### config.mk
export PLATFORM = sky130hd
export DESIGN_NAME = led_pio_flat
export DESIGN_NICKNAME = d
export VERILOG_FILES = /design/src/rtl/led_pio_pkg.sv /design/src/rtl/led_pio_if.sv /design/src/rtl/led_pio_blink_timer.sv /design/src/rtl/led_pio.sv /design/src/flat_wrapper.sv
export SDC_FILE = /design/constraint.sdc
export NUM_CORES = 1
export LEC_CHECK = 0
export CORE_MARGIN = 10
export CORE_UTILIZATION = 30
export DETAILED_ROUTE_END_ITERATION = 6
export HOLD_SLACK_MARGIN = 0.06
export SLEW_MARGIN = 20
export SYNTH_ARGS = -nofsm -noshare
export SYNTH_HDL_FRONTEND = slang
export SYNTH_SLANG_ARGS = --single-unit
### constraint.sdc
create_clock -name clk -period 2.95 [get_ports clk]
set_clock_uncertainty 0.2 [all_clocks]
set_input_delay 0.295 -clock clk [delete_from_list [all_inputs] [get_ports clk]]
set_output_delay 0.295 -clock clk [all_outputs]
set_load 0.01 [all_outputs]
### src/rtl/led_pio_pkg.sv
// Shared constants and types for the led_pio register block.
package led_pio_pkg;

  localparam logic [2:0] ADDR_DATA         = 3'd0;
  localparam logic [2:0] ADDR_BLINK_MASK   = 3'd2;
  localparam logic [2:0] ADDR_BLINK_PERIOD = 3'd3;
  localparam logic [2:0] ADDR_OUTSET       = 3'd4;
  localparam logic [2:0] ADDR_OUTCLEAR     = 3'd5;

  typedef logic [7:0] period_t;

  function automatic logic is_write(input logic chipselect, input logic write_n);
    return chipselect & ~write_n;
  endfunction

endpackage

### src/rtl/led_pio_if.sv
// Avalon-MM slave bus of the led_pio block.
interface led_pio_if #(parameter int WIDTH = 8);

  logic             chipselect;
  logic             write_n;
  logic [2:0]       address;
  logic [WIDTH-1:0] writedata;
  logic [WIDTH-1:0] readdata;

  modport master (output chipselect, write_n, address, writedata, input readdata);
  modport slave  (input chipselect, write_n, address, writedata, output readdata);

endinterface

### src/rtl/led_pio_blink_timer.sv
// Blink timer: free-running prescaler, 8-bit period counter and phase.
// Output phase is the value phase takes at the coming clk edge.
module led_pio_blink_timer
  import led_pio_pkg::*;
#(
  parameter int PRESCALE = 50000
) (
  input  logic    clk,
  input  logic    reset_n,
  input  period_t period,
  input  logic    restart,
  output logic    phase
);

  localparam int PW = $clog2(PRESCALE);

  logic [PW-1:0] pre_q, pre_d;
  period_t       cnt_q, cnt_d;
  logic          phase_q, phase_d, tick;

  assign tick  = (pre_q == PW'(PRESCALE - 1));
  assign phase = phase_d;

  always_comb begin
    pre_d   = tick ? '0 : pre_q + PW'(1);
    cnt_d   = cnt_q;
    phase_d = phase_q;
    if (restart) begin
      pre_d   = '0;
      cnt_d   = '0;
      phase_d = 1'b1;
    end else if (period == '0) begin
      cnt_d   = '0;
      phase_d = 1'b1;
    end else if (tick) begin
      if (cnt_q == period - 8'd1) begin
        cnt_d   = '0;
        phase_d = ~phase_q;
      end else begin
        cnt_d = cnt_q + 8'd1;
      end
    end
  end

  always_ff @(posedge clk or negedge reset_n) begin
    if (!reset_n) begin
      pre_q   <= '0;
      cnt_q   <= '0;
      phase_q <= 1'b1;
    end else begin
      pre_q   <= pre_d;
      cnt_q   <= cnt_d;
      phase_q <= phase_d;
    end
  end

endmodule

### src/rtl/led_pio.sv
// LED parallel output with set/clear registers and optional blinking.
// Blink support is built only when LED_PIO_BLINK_EN is defined.
module led_pio
  import led_pio_pkg::*;
#(
  parameter int WIDTH    = 8,
  parameter int PRESCALE = 50000
) (
  input  logic             clk,
  input  logic             reset_n,
  led_pio_if.slave         bus,
  output logic [WIDTH-1:0] out_port
);

  if (WIDTH < 1 || WIDTH > 32 || PRESCALE < 2) begin : g_bad_param
    $error("led_pio: WIDTH must be 1..32 and PRESCALE >= 2");
  end

  logic             wr;
  logic [WIDTH-1:0] data_q, data_next, rd_mux, pin_next;

  assign wr = is_write(bus.chipselect, bus.write_n);

  always_comb begin
    data_next = data_q;
    if (wr) begin
      case (bus.address)
        ADDR_DATA:     data_next = bus.writedata;
        ADDR_OUTSET:   data_next = data_q | bus.writedata;
        ADDR_OUTCLEAR: data_next = data_q & ~bus.writedata;
        default:       data_next = data_q;
      endcase
    end
  end

`ifdef LED_PIO_BLINK_EN
  logic [WIDTH-1:0] mask_q, mask_next;
  period_t          period_q, period_next;
  logic             restart, phase;

  assign restart     = wr && (bus.address == ADDR_BLINK_PERIOD);
  assign mask_next   = (wr && bus.address == ADDR_BLINK_MASK) ? bus.writedata : mask_q;
  assign period_next = restart ? period_t'(bus.writedata) : period_q;

  always_ff @(posedge clk or negedge reset_n) begin
    if (!reset_n) begin
      mask_q   <= '0;
      period_q <= '0;
    end else begin
      mask_q   <= mask_next;
      period_q <= period_next;
    end
  end

  led_pio_blink_timer #(.PRESCALE(PRESCALE)) u_blink_timer (
    .clk     (clk),
    .reset_n (reset_n),
    .period  (period_q),
    .restart (restart),
    .phase   (phase)
  );

  // Masked bits are forced low during the off phase.
  assign pin_next = data_next & ~(mask_next & {WIDTH{~phase}});
`else
  assign pin_next = data_next;
`endif

  always_comb begin
    rd_mux = '0;
    case (bus.address)
      ADDR_DATA:         rd_mux = data_q;
`ifdef LED_PIO_BLINK_EN
      ADDR_BLINK_MASK:   rd_mux = mask_q;
      ADDR_BLINK_PERIOD: rd_mux = WIDTH'(period_q);
`else
      ADDR_BLINK_MASK:   rd_mux = '0;
      ADDR_BLINK_PERIOD: rd_mux = '0;
`endif
      default:           rd_mux = '0;
    endcase
  end

  always_ff @(posedge clk or negedge reset_n) begin
    if (!reset_n) begin
      data_q       <= '0;
      bus.readdata <= '0;
      out_port     <= '0;
    end else begin
      data_q       <= data_next;
      bus.readdata <= rd_mux;
      out_port     <= pin_next;
    end
  end

endmodule

### src/flat_wrapper.sv
// flat-port wrapper written by rule: the top's interface ports become plain ports
module led_pio_flat import led_pio_pkg::*;
#(
  parameter int WIDTH    = 8,
  parameter int PRESCALE = 50000
)
  (clk, reset_n, out_port, bus_chipselect, bus_write_n, bus_address, bus_writedata, bus_readdata);
  led_pio_if #(.WIDTH(WIDTH)) bus_i ();
  input  logic clk;
  input  logic reset_n;
  output logic [WIDTH-1:0] out_port;
  input wire logic [$bits(bus_i.chipselect)-1:0] bus_chipselect;
  input wire logic [$bits(bus_i.write_n)-1:0] bus_write_n;
  input wire logic [$bits(bus_i.address)-1:0] bus_address;
  input wire logic [$bits(bus_i.writedata)-1:0] bus_writedata;
  output wire logic [$bits(bus_i.readdata)-1:0] bus_readdata;
  assign bus_i.chipselect = bus_chipselect;
  assign bus_i.write_n = bus_write_n;
  assign bus_i.address = bus_address;
  assign bus_i.writedata = bus_writedata;
  assign bus_readdata = bus_i.readdata;
  led_pio #(.WIDTH(WIDTH), .PRESCALE(PRESCALE)) u_core (.clk(clk), .reset_n(reset_n), .bus(bus_i), .out_port(out_port));
endmodule
==> results of run 1 <==
-- final timing paths --
kind | start | to | slack (ns) | cells after the start
setup / recovery | u_core.out_port[1] | out_port[1] | 1.22 | 1
hold / removal | reset_n | u_core.bus.readdata[4] | 0.25 | 1
setup reg to reg | u_core.out_port[1] | u_core.out_port[1] | 1.86 | 3
hold reg to reg | u_core.out_port[4] | u_core.out_port[4] | 0.34 | 2
max in group asynchronous | reset_n | u_core.bus.readdata[7] | 1.84 | 1
min in group clk | u_core.out_port[4] | u_core.out_port[4] | 0.34 | 2
-- per-layer routing --
| layer | wire (µm) | up-vias | global-route usage |
|---|---|---|---|
| li1 | - | 287 | - |
| met1 | 782 | 258 | 0.08396 |
| met2 | 832 | 21 | 0.1291 |
| met3 | 174 | 4 | 0.03263 |
| met4 | 42 | 0 | 0.04523 |
| met5 | 0 | - | 0 |
-- stage by stage --
step	hold slack (ns)	setup WS [ns]	total power [mW]	utilization
after detailed placement	0.3185	0.9203	0.4965	0.4610
after global placement	0.3149	0.8931	0.4931	0.4610
after global routing	0.3039	1.153	0.6384	0.4712
final	0.2461	1.215	0.5974	0.4712
after floorplan	-0.2006	1.670	0.3684	-
after CTS	0.2669	1.193	0.6082	0.4712
-- state kept, by name, summed over array words and instances (netlist names) --
| register | cells |
|---|---|
| u_core.bus.readdata | 8 |
| u_core.out_port | 8 |
-- power by group through the flow --
stage / Sequential [mW] / Combinational, mW / Clock, mW
finish: 0.294 / 0.195 / 0.109
global route: 0.301 / 0.212 / 0.126
CTS: 0.295 / 0.198 / 0.116
detailed placement: 0.299 / 0.197 / 0
global placement: 0.297 / 0.196 / 0
floorplan: 0.309 / 0.0592 / 0
-- layout by cell type (no fill, tap or decap) --
master / netlist / layout
clkbuf_4: 0 / 3
a22oi_1: 8 / 8
or3b_1: 1 / 1
nor4b_4: 1 / 1
and2_1: 8 / 8
nor3_1: 1 / 1
clkdlybuf4s50_1: 0 / 30
nor2b_1: 10 / 10
o21ai_2: 1 / 1
dfrtp_1: 16 / 16
o21ai_1: 7 / 7
nand2_1: 8 / 8
-- logic make-up (layout without fill, tap and decap cells) --
group                  Yosys count  in the layout  share of synthesized area
AND/OR/NAND/NOR                 29             29                     0.2576
buffers and inverters            2             33                    0.02146
AO/OA/AOI/OAI                   16             16                     0.1485
flip-flops                      16             16                     0.5724
-- cell type report --
cell class,count,area [µm²]
timing repair buffer,30,300.3
sequential,16,400.4
fill,218,1170
clock buffer,3,22.52
multi-input combinational,45,284.0
tap,28,35.03
==> results by stage, run 1 <==
Worst setup path:
- The largest fanout of any net on the critical path is 4.
- The kind of cell adding the most delay to the critical path is buffers and inverters.
- The worst-path cell with the longest stage delay is clkdlybuf4s50_1.
- Traced cell by cell, the critical path runs through clkdlybuf4s50_1.
- STA classifies the critical path endpoint as an output pin.
- The required time of the critical path is 2.46 ns.
- The number of buffers and inverters on the critical path is 1.
- The kind of start point of the critical path is a flop.
- The critical path start-end classification is flop to output pin.
- The critical path data arrival time is 1.24 ns.
- The largest stage delay on the critical path is roughly 0.56 ns.

Floorplanning:
- The floorplan die height is between 60 and 70 µm.
- The number of I/O pins is 31.
- The floorplan core area is ~0.0022 mm².
- The die span in x is 68.29 µm.
- The total number of placement rows is 17.
- The die covers approximately 0.0047 mm².
- The initial standard-cell utilization of the core is 0.3162.

Outcome:
- The run finished with clean final reports.

Drt:
- The total wirelength of the detailed-routed design is 1832 µm.
- The number of design-rule violations left by the first detailed-router iteration is 15.
- The number of vias in the routed layout is 570.
- The first detailed-routing pass ran for 2 iterations.
- The count of antenna-violating nets left after detailed routing is 0.
- After detailed routing, the number of vias per cell comes to approximately 4.7.
- The DRC violation count after routing is 0.
- The average detailed-routed wire length per instance is 15.02 µm.

Synth:
- The net count after synthesis is 78.
- Counting flops with a built-in enable in the synthesized netlist gives 0.
- The mean instance size in the synthesized netlist is 11.10 µm².
- The netlist uses 12 different library cells.
- Of the post-synthesis cell area, the dominant cell type holds 0.5725.
- The synthesized design contains 16 register bits.
- The most common flop cell mapped by yosys is dfrtp_1.
- Ranked by total cell area, the synthesized netlist is headed by dfrtp_1 57%, nor2b_1 8.9%, a22oi_1 8.6%.
- The share of async-settable or async-resettable flops after synthesis is 1.000.
- The commonest cells after synthesis are 16 x dfrtp_1, 10 x nor2b_1, 8 x a22oi_1, 8 x and2_1, 8 x nand2_1.
- The biggest area consumer among synthesized cells is dfrtp_1.
- dfrtp_1 is the most common cell in the netlist.
- For this run, the number of Yosys warnings is 0.
- The part of the Yosys area used for sequential elements is 0.5725.
- The synthesized netlist occupies a cell area of 699.4 µm².
- After technology mapping, the gate count stands at 63.

Clock tree:
- The tree built by TritonCTS fans out to 16 sinks.
- The number of buffers inserted for hold repair after clock tree synthesis is 0.
- In this run, post-CTS repair resized a total of 0 instances.
- Counting along the longest clock path gives a buffer depth of 2.
- The CTS tree is built.
- After clock tree synthesis, the clock-pin slew on the worst setup and hold paths is 0.09 ns.
- The library cell used as clock root buffer is clkbuf_4.
- CTS built an H-tree with a depth of 1.
- Post-CTS timing repair inserted 0 buffers for setup.
- The later pin in the worst-skew pair is clocked with a latency of 0.27 ns.
- Buffers inserted during clock tree synthesis total 3.

Final layout:
- In the final design database the tool counted 111 nets.
- Excluding fillers, the count of instances in the completed layout stands at approximately 120.
- The repair_antennas step left the layout with diodes totalling 0.
- Of the cells placed in the final design, the portion with a size suffix greater than 1 is 0.05319.
- The finished cells cover 0.001042 mm².
- The area added between synthesis and finish is 49.02%.

Timing:
- The number of endpoints with negative hold slack in the final report is 0.
- At the pin with the least slew margin, the transition time is 0.8286 ns.
- The final cycle utilization of the critical path is 0.5880.
- The clock period minus final worst setup slack is 1.735 ns.
- Measured against its own limit, the worst slew margin works out to 0.4433.
- The total negative slack for setup checks is 0 ns.
- The total setup violations reported at the end of the flow is 0.
- Setup repair after global routing left no endpoint under its margin.
- Static timing analysis puts the maximum clock frequency at 0.5765 GHz.
- The count of final max-slew check failures is 0.

Power:
- The power density of the placed cells is 573.2 mW/mm².
- Of the total power, registers draw 0.492.
- The switching power is approximately 0.17 mW.
- The clock network fraction of design power is 0.182.
- The leakage power is 0.4395 nW.
- Of the total power, the share spent switching nets is 0.2909.
- The share of total power dissipated in combinational logic is 0.326.
- VDD sags by at most ~300 µV.
- The total internal power is around 0.42 mW.

Placed design:
- Routability-driven placement finished with a final weighted congestion of 0.7128.
- The area after detailed placement is 0.001020 mm².
- The post-placement cell count is about 120.
- The HPWL after detailed placement is ~1400 µm.
- The number of port buffers is 30.

Global route:
- Entering global routing, the biggest net connects 17 pins.
- The number of global-route vias before repair is just over 600.
- Across every metal layer, demand over resource in global routing totals 0.07883.
- The number of antenna violations at the first check in global routing is 0.
- The first global-routing pass estimated 2829 µm of wire.
- The overall overflow remaining after global route is 0.

Hold path:
- The min-delay analysis places its worst path in the category primary input to async pin.

Job:
- Across the run, the number of max-cap violations was 0.
Power figures use the tool's default switching activity.
==> run 2: changes to the inputs <==
==> constraint.sdc (replaced) <==
create_clock -name clk -period 1.7 [get_ports clk]
set_clock_uncertainty 0.2 [all_clocks]
set_input_delay 0.17 -clock clk [delete_from_list [all_inputs] [get_ports clk]]
set_output_delay 0.17 -clock clk [all_outputs]
set_load 0.01 [all_outputs]
==> results by stage, run 2 (synthesis results as in run 1) <==
Timing:
- The worst slack on hold paths was 0.3369 ns (+0.09090 ns).
- Derived from the worst setup path, the maximum achievable clock frequency is 0.6211 GHz.
- The worst path in the final design needs a cycle of 1.610 ns, including I/O delays and setup.
- Setup repair after global routing left no endpoint under its margin.
- The total setup violations reported at the end of the flow is 0 (unchanged).
- The final cycle utilization of the critical path is 0.9471.
- The number of endpoints with negative hold slack in the final report is 0 (unchanged).
- The worst slew margin relative to its limit was 0.5506 (+0.1072).
- The slew at the pin closest to its max-slew limit was 0.6728 ns (-0.1558 ns).
- The count of final max-slew check failures came to 0 (unchanged).

Floorplanning:
- The total number of placement rows came to 17 (unchanged).
- The initial standard-cell utilization of the core is 0.3162 (unchanged).
- The number of I/O pins is 31 (unchanged).
- The die span in x came to 68.29 µm (unchanged).
- The floorplan die height is 68.29 µm (unchanged).
- The die footprint came to 0.004663 mm² (unchanged).
- The floorplan core area came to 0.002212 mm² (unchanged).

Final layout:
- The number of diodes added for antenna fixing came to 0 (unchanged).
- The sequential standard cell area is 400.4 µm² (unchanged).
- The fraction of final layout cells sized beyond drive strength 1 was 0.1000 (+0.04681).
- The largest registers in the layout are u_core.bus.readdata x8, u_core.out_port x8.
- The area used by multi-input combinational logic is 284.0 µm² (unchanged).
- The layout filler cell count is 247 (+13%).
- The count of placed standard cells in the final layout, fillers left out is 128 (+4.9%).
- Leaving out fill and tap cells, the most frequent cells in the layout are 30 x clkdlybuf4s50_1, 16 x dfrtp_1, 10 x nor2b_1.
- Compared with the post-synthesis result, the final layout area differs by 55.81%.
- The total number of nets in the final design is 117 (+5.4%).
- The commonest non-fill, non-tap cell in the layout is clkdlybuf4s50_1.

Global route:
- The first-pass GRT wire length came to 3022 µm (+6.8%).
- The maximum number of pins on one net before global-route repair is 17 (unchanged).
- The number of global-route vias before repair is 660 (+7.3%).
- The global-route usage over all layers is 0.08482 (+0.005990).
- The overall overflow remaining after global route is 0 (unchanged).
- The number of antenna violations at the first check in global routing is 0 (unchanged).

Worst setup path:
- The minimum setup slack among reg-to-reg paths came to 0.61 ns (-1.25 ns).
- The critical path data arrival time came to 1.24 ns (about the same).
- The critical path in this run is classified as flop to output pin.
- The count of buffering cells on the critical path with inverters included came to 1 (unchanged).
- The worst flop-to-flop path endpoint is u_core.out_port[5].
- The worst-path cell with the longest stage delay is clkdlybuf4s50_1.
- The kind of cell adding the most delay to the critical path is buffers and inverters.
- The depth of the critical timing path with buffers and inverters included was 1 (unchanged).
- Walking the worst path, the cells encountered are clkdlybuf4s50_1.
- The kind of start point of the critical path is a flop.
- The largest stage delay on the critical path is 0.56 ns (about the same).
- STA classifies the critical path endpoint as an output pin.
- The largest fanout of any net on the critical path is 4 (unchanged).
- The required time of the critical path is 1.33 ns (-1.13 ns).
- The worst register-to-register path begins at u_core.out_port[5].
- The worst-case reg-to-reg path depth is 3 (unchanged).

Power:
- The peak supply drop was 460.8 µV (+56%).
- The switching fraction of total power is 0.2880 (-0.002951).
- The proportion of power drawn by combinational gates is 0.333 (+0.007).
- The sequential cell fraction of total power is 0.489 (-0.003).
- The clock network fraction of design power was 0.178 (-0.004).
- The total internal power is 0.7432 mW (+75%).
- The leakage power is 0.4683 nW (+6.5%).
- The power density of the placed cells was 957.8 mW/mm² (+67%).
- The switching power is 0.3006 mW (+73%).

Clock tree:
- The post-cts resize count is 0 (unchanged).
- The CTS tree is built.
- The total clock sinks is 16 (unchanged).
- The maximum count of clock buffers along a single path is 2 (unchanged).
- The clock insertion delay at the later pin of the skew report was 0.27 ns (about the same).
- The number of H-tree levels is 1 (unchanged).
- The library cell used as clock root buffer is clkbuf_4.
- The CTS buffer count was 3 (unchanged).
- The clock edge transition at the registers on the reported setup and hold paths is 0.08 ns (about the same).

Placed design:
- The final weighted congestion in routability-driven placement was 0.6909 (-3.1%).
- The post-placement cell count is 124 (+4.2%).
- The HPWL reported at the end of detailed placement was 1488 µm (+7.4%).
- The number of port buffers came to 30 (unchanged).

Hold path:
- The startpoint of the lowest-slack hold path is u_core.out_port[7].
- For hold timing, the worst endpoint is u_core.bus.readdata[7].
- Along the worst hold path, the cell count comes to 1.
- The type of the tightest min-delay check is flop to flop.

Outcome:
- The run finished with clean final reports.

Drt:
- The count of antenna-violating nets left after detailed routing came to 0 (unchanged).
- The number of design-rule violations left by the first detailed-router iteration is 14 (-1).
- The total wirelength of the detailed-routed design came to 1842 µm (+0.55%).
- The number of vias in the routed layout was 596 (+4.6%).
- The average detailed-routed wire length per instance was 14.39 µm (-4.2%).
- The number of optimization iterations in the first detailed-route pass came to 4 (+2).
- The DRC violation count after routing was 0 (unchanged).
- The ratio of routed vias to standard cells is 4.656 (-0.34%).

Job:
- The max-capacitance violation count is 0 (unchanged).
==> run 2: cell count changes in the layout (fill, tap and decap cells not counted), sizes merged <==
cell and delta:
buf +5, dlygate4sd3 +1
==> run 2: layout make-up <==
cell class / count / share of cell area
Tap cell: 28 / 0.03215
Sequential cell: 16 / 0.3674
Multi-Input combinational cell: 45 / 0.2606
Timing Repair Buffer: 36 / 0.3192
Clock buffer: 3 / 0.02067
==> run 2: stage by stage <==
step / area, µm² / power [mW] / util / setup slack, ns / setup TNS [ns]
2_1_floorplan: 699.4 / 0.6394 / - / 0.5446 / 0
3_3_place_gp: 1057 / 0.8638 / 0.4779 / -0.09065 / -0.5888
3_5_place_dp: 1057 / 0.8717 / 0.4779 / -0.1593 / -1.083
4_1_cts: 1090 / 1.061 / 0.4926 / 0.06986 / 0
5_1_grt: 1090 / 1.122 / 0.4926 / 0.01781 / 0
6_report: 1090 / 1.044 / 0.4926 / 0.08998 / 0
==> run 2: power groups by stage <==
| stage | Clock [mW] | Combinational [mW] | Sequential [mW] |
|---|---|---|---|
| 6_report | 0.186 | 0.348 | 0.510 |
| 5_1_grt | 0.215 | 0.385 | 0.521 |
| 4_1_cts | 0.194 | 0.355 | 0.512 |
| 3_5_place_dp | 0 | 0.352 | 0.520 |
| 3_3_place_gp | 0 | 0.347 | 0.517 |
| 2_1_floorplan | 0 | 0.103 | 0.537 |
==> run 2: timing repair <==
action                    in CTS  in global routing
hold buffers                   1                  0
hold endpoints to repair      16                  0
setup buffers                  0                  0
==> run 2: worst max path at each step <==
stage | from | to | slack, ns
floorplan | bus_address[1] | u_core.out_port[0] | 0.54
global placement | bus_address[0] | u_core.out_port[5] | -0.09
detailed placement | bus_address[0] | u_core.out_port[6] | -0.16
CTS | u_core.out_port[1] | out_port[1] | 0.07
global route | bus_address[0] | u_core.out_port[4] | 0.02
finish | u_core.out_port[1] | out_port[1] | 0.09
==> run 2: worst register-to-register path: stages (launching register included) <==
cell,delay (ns)
dfrtp_1,0.42
nor2b_1,0.15
a22oi_1,0.16
nand2_1,0.07
==> run 2: per-layer routing <==
metal	up-vias	global-route usage	routed length [µm]	part of all wire
li1	295	-	-	-
met1	280	0.09254	741	0.40
met2	19	0.1442	928	0.50
met3	2	0.02121	138	0.075
met4	0	0.05276	34	0.018
met5	-	0	0	0
==> run 3: changes to the inputs <==
--- a/config.mk
+++ b/config.mk
@@ -5,7 +5,7 @@
 export SDC_FILE = /design/constraint.sdc
 export NUM_CORES = 1
 export LEC_CHECK = 0
-export CORE_MARGIN = 10
+export CORE_MARGIN = 8
 export CORE_UTILIZATION = 30
 export DETAILED_ROUTE_END_ITERATION = 6
 export HOLD_SLACK_MARGIN = 0.06
==> constraint.sdc (replaced) <==
create_clock -name clk -period 1.9 [get_ports clk]
set_clock_uncertainty 0.2 [all_clocks]
set_input_delay 0.19 -clock clk [delete_from_list [all_inputs] [get_ports clk]]
set_output_delay 0.19 -clock clk [all_outputs]
set_load 0.01 [all_outputs]
==> results by stage, run 3 (synthesis results as in run 1) <==
Outcome:
- The run finished with clean final reports.

Power:
- The clock network fraction of design power is 0.231 (+0.053).
- The peak supply drop is 425.4 µV (-7.7%).
- The total power came to 0.9826 mW (-5.9%).
- The proportion of power drawn by combinational gates is 0.310 (-0.023).
- The total internal power was 0.7045 mW (-5.2%).
- The switching fraction of total power is 0.2831 (-0.004893).
- The power density of the placed cells is 909.0 mW/mm² (-5.1%).
- The sequential cell fraction of total power is 0.459 (-0.030).
- The switching power is 0.2782 mW (-7.5%).
- The leakage power is 0.4610 nW (-1.5%).

Worst setup path:
- On the critical path, the stage with the largest delay is an instance of clkdlybuf4s50_1.
- The critical path data arrival time was 1.25 ns (about the same).
- The kind of cell adding the most delay to the critical path is buffers and inverters.
- The worst reg2reg path startpoint is u_core.out_port[1].
- The largest fanout of any net on the critical path is 4 (unchanged).
- The worst setup path is captured at an output pin.
- The worst-case reg-to-reg path depth is 3 (unchanged).
- The signal on the critical path passes through clkdlybuf4s50_1.
- The kind of start point of the critical path is a flop.
- The minimum setup slack among reg-to-reg paths came to 0.81 ns (+0.20 ns).
- The required time of the critical path is 1.51 ns (+0.18 ns).
- The largest stage delay on the critical path is 0.56 ns (about the same).
- The worst setup path is of the flop to output pin kind.
- The worst flop-to-flop path endpoint is u_core.out_port[1].
- The count of buffering cells on the critical path with inverters included came to 1 (unchanged).

Timing:
- The upper clock frequency limit is 0.6110 GHz.
- The clock period minus final worst setup slack is 1.637 ns.
- The worst slack on hold paths is 0.3295 ns (-0.007409 ns).
- The count of final max-slew check failures is 0 (unchanged).
- The total negative slack for setup checks came to 0 ns (unchanged).
- Setup repair after global routing left no endpoint under its margin.
- The slew at the pin closest to its max-slew limit came to 0.6817 ns (+0.008912 ns).
- The worst slew margin relative to its limit is 0.5446 (-0.005954).
- The least setup slack across all paths after layout is 0.2635 ns (+0.1735 ns).
- The number of endpoints with negative hold slack in the final report was 0 (unchanged).
- The final cycle utilization of the critical path is 0.8613.
- The total setup violations reported at the end of the flow is 0 (unchanged).

Final layout:
- The fraction of final layout cells sized beyond drive strength 1 is 0.08163 (-0.01837).
- The number of diodes added for antenna fixing was 0 (unchanged).
- Leaving out fill and tap cells, the most frequent cell in the layout is clkdlybuf4s50_1.
- The final core area utilization came to 0.4887 (-0.003959).
- The layout filler cell count was 220 (-11%).
- The library cells used most frequently in the layout, excluding fill and tap cells, are 30 x clkdlybuf4s50_1, 16 x dfrtp_1, 10 x nor2b_1.
- In the final layout, the registers with the most flip-flops are u_core.bus.readdata x8, u_core.out_port x8.
- The count of placed standard cells in the final layout, fillers left out was 126 (-1.6%).
- The final non-filler cell area came to 0.001081 mm² (-0.80%).
- The total number of nets in the final design is 114 (-2.6%).
- The area added between synthesis and finish is 54.56%.

Clock tree:
- The total clock sinks is 16 (unchanged).
- The post-cts resize count is 0 (unchanged).
- The clock edge transition at the registers on the reported setup and hold paths is 0.10 ns (+0.02 ns).
- The buffers inserted during post-CTS setup optimization is 0 (unchanged).
- The clock insertion delay at the later pin of the skew report was 0.28 ns (about the same).
- The CTS tree is built.
- The number of H-tree levels is 1 (unchanged).
- The library cell used as clock root buffer is clkbuf_4.
- The number of buffers inserted for hold repair after clock tree synthesis is 1 (unchanged).
- The maximum count of clock buffers along a single path was 2 (unchanged).
- The CTS buffer count is 3 (unchanged).

Drt:
- The number of design-rule violations left by the first detailed-router iteration is 6 (-8).
- The ratio of routed vias to standard cells is 4.603 (-1.1%).
- The count of antenna-violating nets left after detailed routing was 0 (unchanged).
- The number of optimization iterations in the first detailed-route pass was 4 (unchanged).
- The total wirelength of the detailed-routed design is 1753 µm (-4.8%).
- The number of vias in the routed layout is 580 (-2.7%).
- The DRC violation count after routing is 0 (unchanged).
- The average detailed-routed wire length per instance came to 13.91 µm (-3.3%).

Placed design:
- The number of port buffers is 30 (unchanged).
- The HPWL reported at the end of detailed placement is 1308 µm (-12%).
- The final weighted congestion in routability-driven placement is 0.7196 (+4.2%).
- The post-placement cell count is 121 (-2.4%).
- The post-placement worst setup slack came to 0.06478 ns (+0.2240 ns).
- The area after detailed placement is 0.001035 mm² (-2.1%).

Hold path:
- The number of cells on the worst hold path came to 1 (unchanged).
- The startpoint of the lowest-slack hold path is u_core.out_port[3].
- The worst hold path terminates at u_core.bus.readdata[3].
- The path class of the tightest hold or removal check is flop to flop.

Floorplanning:
- The die footprint was 0.004133 mm² (-11%).
- The initial standard-cell utilization of the core was 0.3162 (unchanged).
- The number of I/O pins is 31 (unchanged).
- The floorplan core area came to 0.002212 mm² (unchanged).
- The die span in x is 64.29 µm (-5.9%).
- The total number of placement rows is 17 (unchanged).
- The floorplan die height is 64.29 µm (-5.9%).

Global route:
- The first-pass GRT wire length was 2780 µm (-8.0%).
- The overall overflow remaining after global route is 0 (unchanged).
- The maximum number of pins on one net before global-route repair came to 17 (unchanged).
- The number of antenna violations at the first check in global routing is 0 (unchanged).
- The global-route usage over all layers is 0.08491 (about the same).
- The number of global-route vias before repair is 591 (-10%).

Job:
- The max-capacitance violation count came to 0 (unchanged).
-- run 3: worst max-delay path by stage --
stage | start | endpoint | slack [ns] | depth (start not counted)
3_3_place_gp | bus_address[0] | u_core.out_port[2] | 0.08 | 4
5_1_grt | u_core.out_port[5] | out_port[5] | 0.21 | 1
2_1_floorplan | bus_address[1] | u_core.out_port[0] | 0.72 | 4
4_1_cts | u_core.out_port[1] | out_port[1] | 0.24 | 1
6_report | u_core.out_port[1] | out_port[1] | 0.26 | 1
3_5_place_dp | bus_address[1] | u_core.out_port[3] | 0.06 | 4
-- run 3: cell type report --
class | instances | area [µm²] | area share
Sequential cell | 16 | 400.4 | 0.3704
Timing Repair Buffer | 33 | 325.3 | 0.3009
Multi-Input combinational cell | 45 | 284.0 | 0.2627
Clock buffer | 4 | 36.28 | 0.03356
Tap cell | 28 | 35.03 | 0.03241
-- run 3: power by group through the flow --
| stage | clock network, mW | logic [mW] | registers [mW] |
|---|---|---|---|
| floorplan | 0 | 0.0919 | 0.480 |
| global placement | 0 | 0.305 | 0.460 |
| detailed placement | 0 | 0.308 | 0.459 |
| CTS | 0.233 | 0.310 | 0.453 |
| global route | 0.247 | 0.329 | 0.461 |
| finish | 0.227 | 0.304 | 0.451 |
-- run 3: metal layers --
| layer | vias up | track usage | wire, µm |
|---|---|---|---|
| li1 | 285 | - | - |
| met1 | 273 | 0.1044 | 767 |
| met2 | 20 | 0.1255 | 831 |
| met3 | 2 | 0.04007 | 143 |
| met4 | 0 | 0.03270 | 10 |
| met5 | - | 0 | 0 |
